[src/rtl/trace_pkg.sv]
// Shared record layout, FSM states and the byte-selection helper
// used by the trace serializer and its record FIFO.
package trace_pkg;

    localparam int RECORD_BYTES = 13;
    localparam int PC_W         = 32;
    localparam int INST_W       = 32;
    localparam int WADDR_W      = 5;
    localparam int WDATA_W      = 32;
    localparam int IDX_W        = 4;

    localparam logic [IDX_W-1:0] LAST_IDX = IDX_W'(RECORD_BYTES - 1);

    typedef struct packed {
        logic [PC_W-1:0]    pc;
        logic [INST_W-1:0]  inst;
        logic               we;
        logic [WADDR_W-1:0] waddr;
        logic [WDATA_W-1:0] wdata;
    } trace_rec_t;

    localparam int REC_W = $bits(trace_rec_t);

    typedef enum logic {
        ST_IDLE = 1'b0,
        ST_SEND = 1'b1
    } ser_state_t;

    // Wire order: pc, inst, header {we, 00, waddr}, wdata; MSB first per field.
    function automatic logic [7:0] rec_byte(input trace_rec_t r, input logic [IDX_W-1:0] idx);
        logic [7:0] b;
        case (idx)
            4'd0:    b = r.pc[31:24];
            4'd1:    b = r.pc[23:16];
            4'd2:    b = r.pc[15:8];
            4'd3:    b = r.pc[7:0];
            4'd4:    b = r.inst[31:24];
            4'd5:    b = r.inst[23:16];
            4'd6:    b = r.inst[15:8];
            4'd7:    b = r.inst[7:0];
            4'd8:    b = {r.we, 2'b00, r.waddr};
            4'd9:    b = r.wdata[31:24];
            4'd10:   b = r.wdata[23:16];
            4'd11:   b = r.wdata[15:8];
            4'd12:   b = r.wdata[7:0];
            default: b = 8'h00;
        endcase
        return b;
    endfunction

endpackage

[src/rtl/trace_fifo.sv]
// Synchronous record FIFO; pointers carry one extra wrap bit so that
// full and empty can be told apart. Head data is read combinationally.
module trace_fifo
    import trace_pkg::*;
#(
    parameter int DEPTH = 8
) (
    input  logic             clk,
    input  logic             reset,
    input  logic             push,
    input  logic [REC_W-1:0] wdata,
    input  logic             pop,
    output logic [REC_W-1:0] rdata,
    output logic             full,
    output logic             empty
);

    localparam int AW = $clog2(DEPTH);

    logic [REC_W-1:0] mem [DEPTH];
    logic [AW:0]      wptr;
    logic [AW:0]      rptr;
    logic             do_push;
    logic             do_pop;

    assign empty   = (wptr == rptr);
    assign full    = (wptr[AW] != rptr[AW]) && (wptr[AW-1:0] == rptr[AW-1:0]);
    assign do_pop  = pop && !empty;
    // When full, a simultaneous pop frees the head slot that the push overwrites.
    assign do_push = push && (!full || do_pop);
    assign rdata   = mem[rptr[AW-1:0]];

    always_ff @(posedge clk or negedge reset) begin
        if (!reset) begin
            wptr <= '0;
            rptr <= '0;
        end else begin
            if (do_push) wptr <= wptr + 1'b1;
            if (do_pop)  rptr <= rptr + 1'b1;
        end
    end

    always_ff @(posedge clk) begin
        if (do_push) mem[wptr[AW-1:0]] <= wdata;
    end

endmodule

[src/rtl/trace_serializer.sv]
// Captures committed-instruction trace records into a FIFO and streams each
// as 13 bytes over a valid/ready byte port; counts records lost to a full FIFO.
//   state   | meaning
//   ST_IDLE | FIFO empty, nothing to send
//   ST_SEND | streaming the head record, byte_idx selects the byte
module trace_serializer
    import trace_pkg::*;
#(
    parameter int FIFO_DEPTH = 8,
    parameter int CNT_W      = 16
) (
    input  logic             clk,
    input  logic             reset,
    input  logic             trace_valid,
    input  logic [31:0]      trace_pc,
    input  logic [31:0]      trace_inst,
    input  logic             rf_we,
    input  logic [4:0]       rf_waddr,
    input  logic [31:0]      rf_wdata,
    output logic             out_valid,
    output logic [7:0]       out_data,
    input  logic             out_ready,
    output logic             overflow,
    output logic [CNT_W-1:0] drop_count
);

    ser_state_t       state;
    ser_state_t       next_state;
    logic [IDX_W-1:0] byte_idx;
    trace_rec_t       in_rec;
    trace_rec_t       head_rec;
    logic [REC_W-1:0] head_bits;
    logic             fifo_full;
    logic             fifo_empty;
    logic             xfer;
    logic             last_xfer;
    logic             push;
    logic             drop;

    assign in_rec    = '{pc: trace_pc, inst: trace_inst, we: rf_we,
                         waddr: rf_waddr, wdata: rf_wdata};
    assign head_rec  = trace_rec_t'(head_bits);
    assign xfer      = out_valid && out_ready;
    assign last_xfer = xfer && (byte_idx == LAST_IDX);
    assign push      = trace_valid && (!fifo_full || last_xfer);
    assign drop      = trace_valid && !push;
    assign out_data  = out_valid ? rec_byte(head_rec, byte_idx) : 8'h00;

    trace_fifo #(
        .DEPTH (FIFO_DEPTH)
    ) u_fifo (
        .clk   (clk),
        .reset (reset),
        .push  (push),
        .wdata (in_rec),
        .pop   (last_xfer),
        .rdata (head_bits),
        .full  (fifo_full),
        .empty (fifo_empty)
    );

    always_ff @(posedge clk or negedge reset) begin
        if (!reset) begin
            state    <= ST_IDLE;
            byte_idx <= '0;
        end else begin
            state <= next_state;
            if (xfer) byte_idx <= (byte_idx == LAST_IDX) ? '0 : byte_idx + 4'd1;
        end
    end

    // out_valid follows FIFO occupancy directly so the first byte appears one
    // cycle after capture and records chain without a bubble.
    always_comb begin
        next_state = state;
        out_valid  = 1'b0;
        case (state)
            ST_IDLE: begin
                out_valid = !fifo_empty;
                if (!fifo_empty) next_state = ST_SEND;
            end
            ST_SEND: begin
                out_valid = !fifo_empty;
                if (fifo_empty) next_state = ST_IDLE;
            end
            default: next_state = ST_IDLE;
        endcase
    end

    always_ff @(posedge clk or negedge reset) begin
        if (!reset) begin
            overflow   <= 1'b0;
            drop_count <= '0;
        end else if (drop) begin
            overflow <= 1'b1;
            if (drop_count != {CNT_W{1'b1}}) drop_count <= drop_count + 1'b1;
        end
    end

endmodule

[config.mk]
export PLATFORM = sky130hd
export DESIGN_NAME = trace_serializer
export DESIGN_NICKNAME = d
export VERILOG_FILES = /design/src/rtl/trace_pkg.sv /design/src/rtl/trace_fifo.sv /design/src/rtl/trace_serializer.sv
export SDC_FILE = /design/constraint.sdc
export NUM_CORES = 1
export LEC_CHECK = 0
export BUFFER_PORTS_ARGS = -buffer_cell sky130_fd_sc_hd__buf_2
export CAP_MARGIN = 20
export CORE_AREA = 2 2 337 339
export CTS_CLUSTER_DIAMETER = 100
export CTS_CLUSTER_SIZE = 28
export DETAILED_ROUTE_END_ITERATION = 12
export DIE_AREA = 0 0 339 341
export GPL_ROUTABILITY_DRIVEN = 0
export SLEW_MARGIN = 20
export SYNTH_ARGS = -nofsm -noshare
export SYNTH_HDL_FRONTEND = slang
export SYNTH_HIERARCHICAL = 1
export SYNTH_SLANG_ARGS = --single-unit
[constraint.sdc]
create_clock -name clk -period 25.2 [get_ports clk]
set_input_delay 7.56 -clock clk [delete_from_list [all_inputs] [get_ports clk]]
set_output_delay 7.56 -clock clk [all_outputs]
set_load 0.05 [all_outputs]
==> results of run 1 <==
## metrics by stage
stage          total power [mW]  instance area [µm²]  hold slack, ns  utilization (%)
3_5_place_dp              3.169                35700          0.4526            31.90
4_1_cts                   3.835                36670          0.4797            32.77
5_1_grt                   3.948                36680          0.5011            32.78
2_1_floorplan             2.856                33430          0.5492                -
6_report                  3.781                36690          0.4768            32.80
3_3_place_gp              3.144                35670          0.4539            31.88
## cells by family after synthesis
family                     Yosys count  synth area share (%)
DFF                                845                 75.48
muxes                              320                 18.40
and+or+nand+nor                     93                 1.441
buffers and inverters               87                 1.875
AOI/OAI and AO/OA                   86                 1.917
xor gates and xnor gates            24                0.6288
adders and majority gates            7                0.2620
## per-layer routing
metal  vias to the layer above  share of wire, %
li1                       6362                 -
met1                      8079                42
met2                       443                49
met3                       128               7.5
met4                        42               1.8
met5                         -              0.35
## final timing paths
check / from / endpoint / slack [ns] / cells after the start
setup / recovery: u_fifo/rptr[0]$_DFFE_PN0P_ / out_data[6] / 11.66 / 10
hold / removal: overflow$_DFFE_PN0P_ / overflow$_DFFE_PN0P_ / 0.48 / 1
setup reg to reg: u_fifo/rptr[2]$_DFFE_PN0P_ / u_fifo/mem[7][51]$_DFFE_PP_ / 19.20 / 11
hold reg to reg: overflow$_DFFE_PN0P_ / overflow$_DFFE_PN0P_ / 0.48 / 1
max in group asynchronous: reset / u_fifo/rptr[1]$_DFFE_PN0P_ / 17.67 / 1
min in group asynchronous: reset / drop_count[9]$_DFFE_PN0P_ / 7.01 / 1
## flip-flops by register name, indices dropped and copies added (netlist names)
signal       cells
u_fifo/rptr      4
byte_idx         4
overflow         1
drop_count      16
u_fifo/mem     816
u_fifo/wptr      4
## cell usage after synthesis (4+ instances only)
master / n / area share, %
a22o_1: 6 / 0.16
a221oi_1: 8 / 0.21
edfxtp_1: 816 / 73
nand4_1: 10 / 0.19
buf_12: 11 / 0.66
nor2_1: 17 / 0.19
buf_2: 40 / 0.60
mux4_2: 205 / 14
buf_1: 6 / 0.067
dfrtp_1: 29 / 2.2
a22oi_1: 14 / 0.31
xor2_1: 6 / 0.16
clkbuf_1: 14 / 0.16
inv_1: 6 / 0.067
xnor2_1: 18 / 0.47
buf_6: 7 / 0.24
nor2b_1: 4 / 0.075
ha_1: 7 / 0.26
o21ai_0: 7 / 0.10
nand2_1: 26 / 0.29
mux2_2: 45 / 1.5
mux2_1: 5 / 0.17
nand3_1: 10 / 0.15
a21oi_1: 17 / 0.25
mux2_4: 64 / 2.9
a211oi_1: 5 / 0.11
a222oi_1: 5 / 0.15
nor3_1: 7 / 0.10
## critical path, stage by stage (launching register included)
cell	delay [ns]
dfrtp_4	0.85
buf_4	0.74
buf_4	0.88
mux4_2	0.61
mux2_4	0.27
a22o_1	0.23
a2111oi_0	0.98
nor3_1	0.10
a21oi_1	0.26
nor2_1	0.11
buf_2	0.27
## power breakdown
group          switching [mW]  total [mW]  internal, mW  leakage (nW)
logic                   0.716        1.26         0.548          2.92
registers              0.0798        1.84          1.76          7.78
clock network           0.403       0.674         0.271         0.472
total                    1.20        3.78          2.58          11.2
## final cells by class
class,instances,area (µm²),share of cell area [%]
inverters,6,22.52,0.06138
well taps,1500,1877,5.115
flip-flops and latches,845,25240,68.79
clock buffers,42,944.7,2.574
diodes,9,22.52,0.06138
clock inverters,2,27.53,0.07502
repair buffers,159,939.7,2.561
multi-input cells,530,7619,20.76
==> out/qor.txt, run 1 <==
Final Setup Violations: 0
CTS tree: yes
met3 global-route usage: 3.164%
CTS max path bufs: 3
Hold WC Path Type: reg -> reg
Distinct cells, synth: 60
setup TNS: 0 ns
Fillers: 10,460
grt peak-use layer: met2
initial antenna violation count: 48
final net count: 1,691
WP data arrival: 5.98 ns
largest net degree at the start of global routing: 103
Tcrit/Tclk final: 53.71%
grt ovf: 0
Final Max Slew Viols: 0
DIE WIDTH: 339 µm
worst-skew pair later-pin latency: 0.59 ns
WL final: 76,440 µm
Slew @ Worst Pin: 1.141 ns
commonest non-fill, non-tap cells in the layout: edfxtp_1 (816), mux4_2 (205), buf_2 (131)
yosys warns: 6
vias in the first global route: 15,330
Synth Flop Type: edfxtp_1
worst-case clock skew: 0.01293 ns
DR vias: 15,050
most common cell after layout, fill and taps aside: edfxtp_1
fin crit period: 13.54 ns
met1 Track Usage GR: 17.58%
Placed Cells: 3,040
Rel. slew slack: 21.97%
Syn Nets: 1,575
Post-DP HPWL: 44,030 µm
count of clock tree sinks: 845
post-place setup slack: 12.24 ns
Clock Pin Slew Worst Setup and Hold Paths: 0.11 ns
Clock Tree Root: clkbuf_16
RSZ-0062 raised after global routing: no
CTS Hold Bufs: 0
EDFF count, synth: 816
TritonCTS Buffers: 36
Mean Syn Cell Area: 22.86 µm²
TritonRoute pass-1 iters: 5
crit-path max FO: 49
DR vias/cell: 4.867
FF+latch count, synth: 845
total core area: 111,900 µm²
chip height: 341 µm
GRT Util Overall: 13.00%
die area: 115,600 µm²
Seq/Total Area, Yosys: 75.48%
Port Buf Inserts: 131
Max Cap Violations: 0
mapped cell area: 33,430 µm²
leakage power: 11.17 nW
Post-route DRC: 0
synthesized instance count: 1,462
Synth async-reset ratio: 3.432%
# IOs: 132
Starting Density: 29.88%
Fin. Hold Viols: 0
share of layout cells above drive strength 1: 33.78%
Syn-to-layout area delta: 9.773%
WS Path Type: reg -> out
crit start category: flop
final setup margin: 11.66 ns
post-CTS setup buffers: 0
status: completed
first-pass GRT wire length: 110,700 µm
Wirelength per Cell: 24.71 µm
Antenna Nets Post-Route: 0
final std cells w/o fill: 3,093
H-tree depth: 2
f_max: 0.07388 GHz
Iter 0 DRT Violations: 1,350
worst vdd ir: 57.58 µV
PD cells: 103.0 nW/µm²
met2 Track Usage GR: 21.38%
Setup crit end kind: output pin
WP data required: 17.64 ns
post-CTS resize count: 0
Rows: 123
(Power assumes the default switching activity.)
==> run 2: changes to the inputs <==
- clock period: 25.2 -> 11.2 ns (I/O delays scaled with it)
==> out/qor.txt, run 2 (same netlist as run 1, synthesis figures left out) <==
# IOs: 132
Fillers: 10,440
DIE WIDTH: 339 µm
DR vias: 14,970
f_max: 0.1215 GHz
Starting Density: 29.88%
worst-skew pair later-pin latency: 0.62 ns
slowest stage cell, crit path: dfrtp_4
max reg flops: 816
die area: 115,600 µm²
total power: 8.570 mW
Largest stage delay, worst path: 0.86 ns
worst-case clock skew: 0.03420 ns
status: completed
Post-route DRC: 0
Hold WC Path Type: reg -> reg
CTS tree: yes
H-tree depth: 2
WP data required: 7.84 ns
Rel. slew slack: 27.87%
Syn-to-layout area delta: 10.05%
first-pass GRT wire length: 110,900 µm
WP data arrival: 4.87 ns
Antenna Nets Post-Route: 0
Slew @ Worst Pin: 1.082 ns
worst-path cell chain: buf_12 -> mux4_2 -> mux2_4 -> a222oi_1 -> nand2b_1 -> a21oi_1 -> a2111oi_0 -> nor2_1 -> buf_2
most common cell after layout, fill and taps aside: edfxtp_1
Rows: 123
DR vias/cell: 4.822
CTS Hold Bufs: 0
PD cells: 233.0 nW/µm²
Tcrit/Tclk final: 73.46%
TritonCTS Buffers: 36
post-CTS resize count: 0
share of layout cells above drive strength 1: 33.81%
Post-DP HPWL: 44,550 µm
total core area: 111,900 µm²
chip height: 341 µm
CTS max path bufs: 3
final instance area: 36,790 µm²
placed standard-cell area: 35,740 µm²
grt ovf: 0
crit start category: flop
fin crit period: 8.228 ns
count of clock tree sinks: 845
final net count: 1,693
GRT Util Overall: 13.05%
Clock Pin Slew Worst Setup and Hold Paths: 0.10 ns
Iter 0 DRT Violations: 1,460
WS Path Type: reg -> out
final setup margin: 2.972 ns
worst vdd ir: 275.3 µV
Wirelength per Cell: 24.71 µm
Fin. Hold Viols: 0
Max Cap Violations: 0
Clock Tree Root: clkbuf_16
crit-path max FO: 116
Port Buf Inserts: 131
Final Setup Violations: 0
RSZ-0062 raised after global routing: no
post-CTS setup buffers: 0
WL final: 76,690 µm
crit-path leading delay family: buffers and inverters
vias in the first global route: 15,410
commonest non-fill, non-tap cells in the layout: edfxtp_1 (816), mux4_2 (205), buf_2 (131)
post-place setup slack: 3.559 ns
Final Max Slew Viols: 0
largest net degree at the start of global routing: 117
initial antenna violation count: 45
worst path buffer plus inverter count: 2
leakage power: 11.21 nW
TritonRoute pass-1 iters: 5
Setup crit end kind: output pin
[run 2: metrics by stage]
stage | std cells | util [%] | TNS (ns) | hold WS [ns]
2_1_floorplan | 1462 | - | -42.58 | 0.5492
3_5_place_dp | 3042 | 31.94 | 0 | 0.4729
5_1_grt | 3097 | 32.86 | 0 | 0.5295
4_1_cts | 3097 | 32.86 | 0 | 0.4992
3_3_place_gp | 3042 | 31.94 | 0 | 0.4751
6_report | 3104 | 32.88 | 0 | 0.4964
[run 2: worst paths after layout]
check,startpoint,to,slack [ns],cells past startpoint
min,overflow$_DFFE_PN0P_,overflow$_DFFE_PN0P_,0.50,1
max,u_fifo/rptr[0]$_DFFE_PN0P_,out_data[2],2.97,9
min reg2reg,overflow$_DFFE_PN0P_,overflow$_DFFE_PN0P_,0.50,1
min in group asynchronous,reset,drop_count[15]$_DFFE_PN0P_,2.77,1
max reg2reg,u_fifo/rptr[0]$_DFFE_PN0P_,u_fifo/mem[1][49]$_DFFE_PP_,5.46,10
max in group asynchronous,reset,u_fifo/rptr[0]$_DFFE_PN0P_,7.91,1
[run 2: final cells by class]
cell class / count / area [µm²] / share of cell area (%)
Sequential cell: 845 / 25240 / 68.61
Clock buffer: 51 / 988.4 / 2.687
Timing Repair Buffer: 161 / 930.9 / 2.530
Multi-Input combinational cell: 530 / 7667 / 20.84
Antenna cell: 7 / 17.52 / 0.04762
Inverter: 6 / 22.52 / 0.06122
Tap cell: 1500 / 1877 / 5.102
Clock inverter: 4 / 42.54 / 0.1156
[run 2: metal layers]
layer,vias up,GRT usage (%),wire length (µm)
met5,-,0,215
li1,6366,-,-
met1,8056,17.28,32010
met3,140,3.443,5374
met2,371,21.76,37570
met4,34,2.463,1528
[run 2: where the power goes]
part	switching [mW]	total (mW)	internal [mW]
combinational	1.61	2.85	1.24
clock	0.923	1.55	0.631
sequential	0.200	4.17	3.97
total	2.73	8.57	5.84
==> run 3: changes to the inputs <==
- ABC_AREA: not set -> 1
- CORE_AREA: 2 2 337 339 -> 2 2 342 344
- DIE_AREA: 0 0 339 341 -> 0 0 344 346
- clock period: 11.2 -> 6.6 ns (I/O delays scaled with it)
==> out/qor.txt, run 3 <==
chip height: 346 µm
DIE WIDTH: 344 µm
synthesized instance count: 2,800
CTS Hold Bufs: 0
Post-DP HPWL: 50,190 µm
fin crit period: 5.867 ns
FF+latch count, synth: 845
R2R setup slack: 1.77 ns
Wirelength per Cell: 20.57 µm
hold endpoint: overflow$_DFFE_PN0P_
GRT Util Overall: 14.77%
Min Hold Slack: 0.5371 ns
max reg flops: 816
Fillers: 11,430
Distinct cells, synth: 33
Port Buf Inserts: 131
Final Setup Violations: 0
worst vdd ir: 399.7 µV
largest net degree at the start of global routing: 225
mapped cell area: 34,320 µm²
die area: 119,000 µm²
Syn Nets: 2,913
worst hold start: overflow$_DFFE_PN0P_
Rel. slew slack: 28.85%
Post-route DRC: 0
grt ovf: 0
count of clock tree sinks: 845
Starting Density: 29.73%
top cell type by total area after synthesis: edfxtp_1
Critical Path Most Common Cell: nand2_1
Final Max Slew Viols: 0
leakage power: 12.73 nW
TritonRoute pass-1 iters: 7
crit start category: flop
crit-path max FO: 186
post-CTS setup buffers: 0
Seq/Total Area, Yosys: 73.52%
post-CTS resize count: 0
Worst R2R End: u_fifo/mem[4][85]$_DFFE_PP_
Syn-to-layout area delta: 9.709%
area fraction of the dominant cell type after synthesis: 71.40%
top cells by count, synth: edfxtp_1 (816), nand2_1 (478), nor2_1 (471)
Setup crit end kind: output pin
WP data arrival: 3.89 ns
TritonCTS Buffers: 37
WS Path Type: reg -> out
slowest stage cell, crit path: dfrtp_4
Max Cap Violations: 0
H-tree depth: 2
most common cell after layout, fill and taps aside: edfxtp_1
status: completed
final net count: 2,942
Clock Tree Root: clkbuf_16
r2r startpoint: u_fifo/rptr[0]$_DFFE_PN0P_
top cells by area, synth: edfxtp_1 (71%), o21ai_0 (5.9%), nand2_1 (5.2%)
worst-path cell chain: clkinv_8 -> buf_4 -> o21ai_0 -> o22ai_1 -> nand2_1 -> nand2_1 -> nand4_1 -> nand2_1 -> nor2_1 -> nand2_1 -> nor2_1 -> nor2_1 -> buf_2
CTS max path bufs: 3
f_max: 0.1705 GHz
Rows: 125
worst path buffer plus inverter count: 3
Antenna Nets Post-Route: 0
WL final: 90,020 µm
Clock Pin Slew Worst Setup and Hold Paths: 0.10 ns
fin util: 32.62%
initial antenna violation count: 36
Largest stage delay, worst path: 0.51 ns
CTS tree: yes
Tcrit/Tclk final: 88.89%
DR vias/cell: 4.984
WP data required: 4.62 ns
yosys warns: 6
PD cells: 383.2 nW/µm²
commonest non-fill, non-tap cells in the layout: edfxtp_1 (816), nand2_1 (478), nor2_1 (464)
Hold WC Path Type: reg -> reg
Synth Flop Type: edfxtp_1
most frequent cell after synthesis: edfxtp_1
worst-skew pair later-pin latency: 0.61 ns
Fin. Hold Viols: 0
# IOs: 132
Mean Syn Cell Area: 12.26 µm²
total core area: 115,400 µm²
DR vias: 21,810
Slew @ Worst Pin: 1.066 ns
EDFF count, synth: 816
Iter 0 DRT Violations: 1,840
worst-case clock skew: 0.03014 ns
Synth async-reset ratio: 3.432%
vias in the first global route: 20,490
crit-path leading delay family: simple AND/OR/NAND/NOR gates
setup TNS: 0 ns
share of layout cells above drive strength 1: 9.455%
RSZ-0062 raised after global routing: no
Hold Path Depth: 1
worst r2r path cells: 17
first-pass GRT wire length: 134,600 µm
CP Depth: 13
run 3: logic make-up (layout without fill, tap and decap cells):
| group | after synthesis | count (layout) | synth area share [%] |
|---|---|---|---|
| AND/OR/NAND/NOR | 1094 | 1094 | 12.99 |
| flip-flops | 845 | 845 | 73.52 |
| AO/OA/AOI/OAI | 620 | 620 | 9.797 |
| buffers and inverters | 220 | 265 | 3.088 |
| XOR/XNOR | 14 | 14 | 0.3573 |
| adder cells (fa/ha/maj) | 7 | 7 | 0.2552 |
| other | 0 | 7 | 0 |
run 3: cell type report:
type / count / area [µm²] / share of cell area (%)
Sequential cell: 845 / 25240 / 67.04
Clock buffer: 49 / 980.9 / 2.605
Antenna cell: 7 / 17.52 / 0.04653
Multi-Input combinational cell: 1735 / 8087 / 21.48
Inverter: 34 / 152.6 / 0.4054
Tap cell: 1524 / 1907 / 5.065
Timing Repair Buffer: 176 / 1194 / 3.170
Clock inverter: 6 / 71.32 / 0.1894
run 3: worst max-delay path by stage:
| stage | from | end | slack [ns] |
|---|---|---|---|
| global placement | byte_idx[0]$_DFFE_PN0P_ | out_data[0] | 1.15 |
| global route | u_fifo/rptr[0]$_DFFE_PN0P_ | out_data[1] | 0.50 |
| floorplan | out_ready | u_fifo/mem[2][0]$_DFFE_PP_ | -0.92 |
| CTS | u_fifo/rptr[0]$_DFFE_PN0P_ | out_data[2] | 0.74 |
| finish | u_fifo/rptr[0]$_DFFE_PN0P_ | out_data[2] | 0.73 |
| detailed placement | u_fifo/rptr[0]$_DFFE_PN0P_ | out_data[3] | 1.44 |
run 3: through the flow:
stage,std cells,instance area [µm²],setup WS (ns),total power [mW]
2_1_floorplan,2800,34330,-0.9225,10.29
3_3_place_gp,4314,36580,1.154,11.84
3_5_place_dp,4314,36580,1.436,11.87
4_1_cts,4369,37630,0.7424,14.54
5_1_grt,4375,37650,0.5013,15.24
6_report,4376,37650,0.7333,14.43
run 3: power breakdown:
| part | internal (mW) | leakage, nW | switching, mW | total (mW) |
|---|---|---|---|---|
| registers | 6.69 | 7.78 | 0.199 | 6.89 |
| clock network | 1.08 | 0.513 | 1.62 | 2.70 |
| logic | 1.19 | 4.44 | 3.65 | 4.85 |
run 3: per-layer routing:
| layer | up-vias | track usage (%) | wire length, µm | part of all wire [%] |
|---|---|---|---|---|
| met5 | - | 0 | 194 | 0.22 |
| met4 | 34 | 2.813 | 1349 | 1.5 |
| met3 | 118 | 3.019 | 6362 | 7.1 |
| met2 | 649 | 23.33 | 42280 | 47 |
| met1 | 10890 | 21.07 | 39830 | 44 |
| li1 | 10120 | - | - | - |
run 3: worst register-to-register path, stage by stage, from the launching register on:
cell	delay (ns)
dfrtp_4	0.55
clkinv_8	0.51
buf_12	0.53
nand2_1	0.14
nand2_1	0.09
nor2_2	0.05
nand3_1	0.14
inv_1	0.21
inv_2	0.16
nand2_2	0.07
inv_2	0.13
nand2_4	0.08
inv_1	0.23
inv_1	0.09
nand4_2	0.16
nand3_1	0.31
nor2_4	0.23
buf_4	0.71
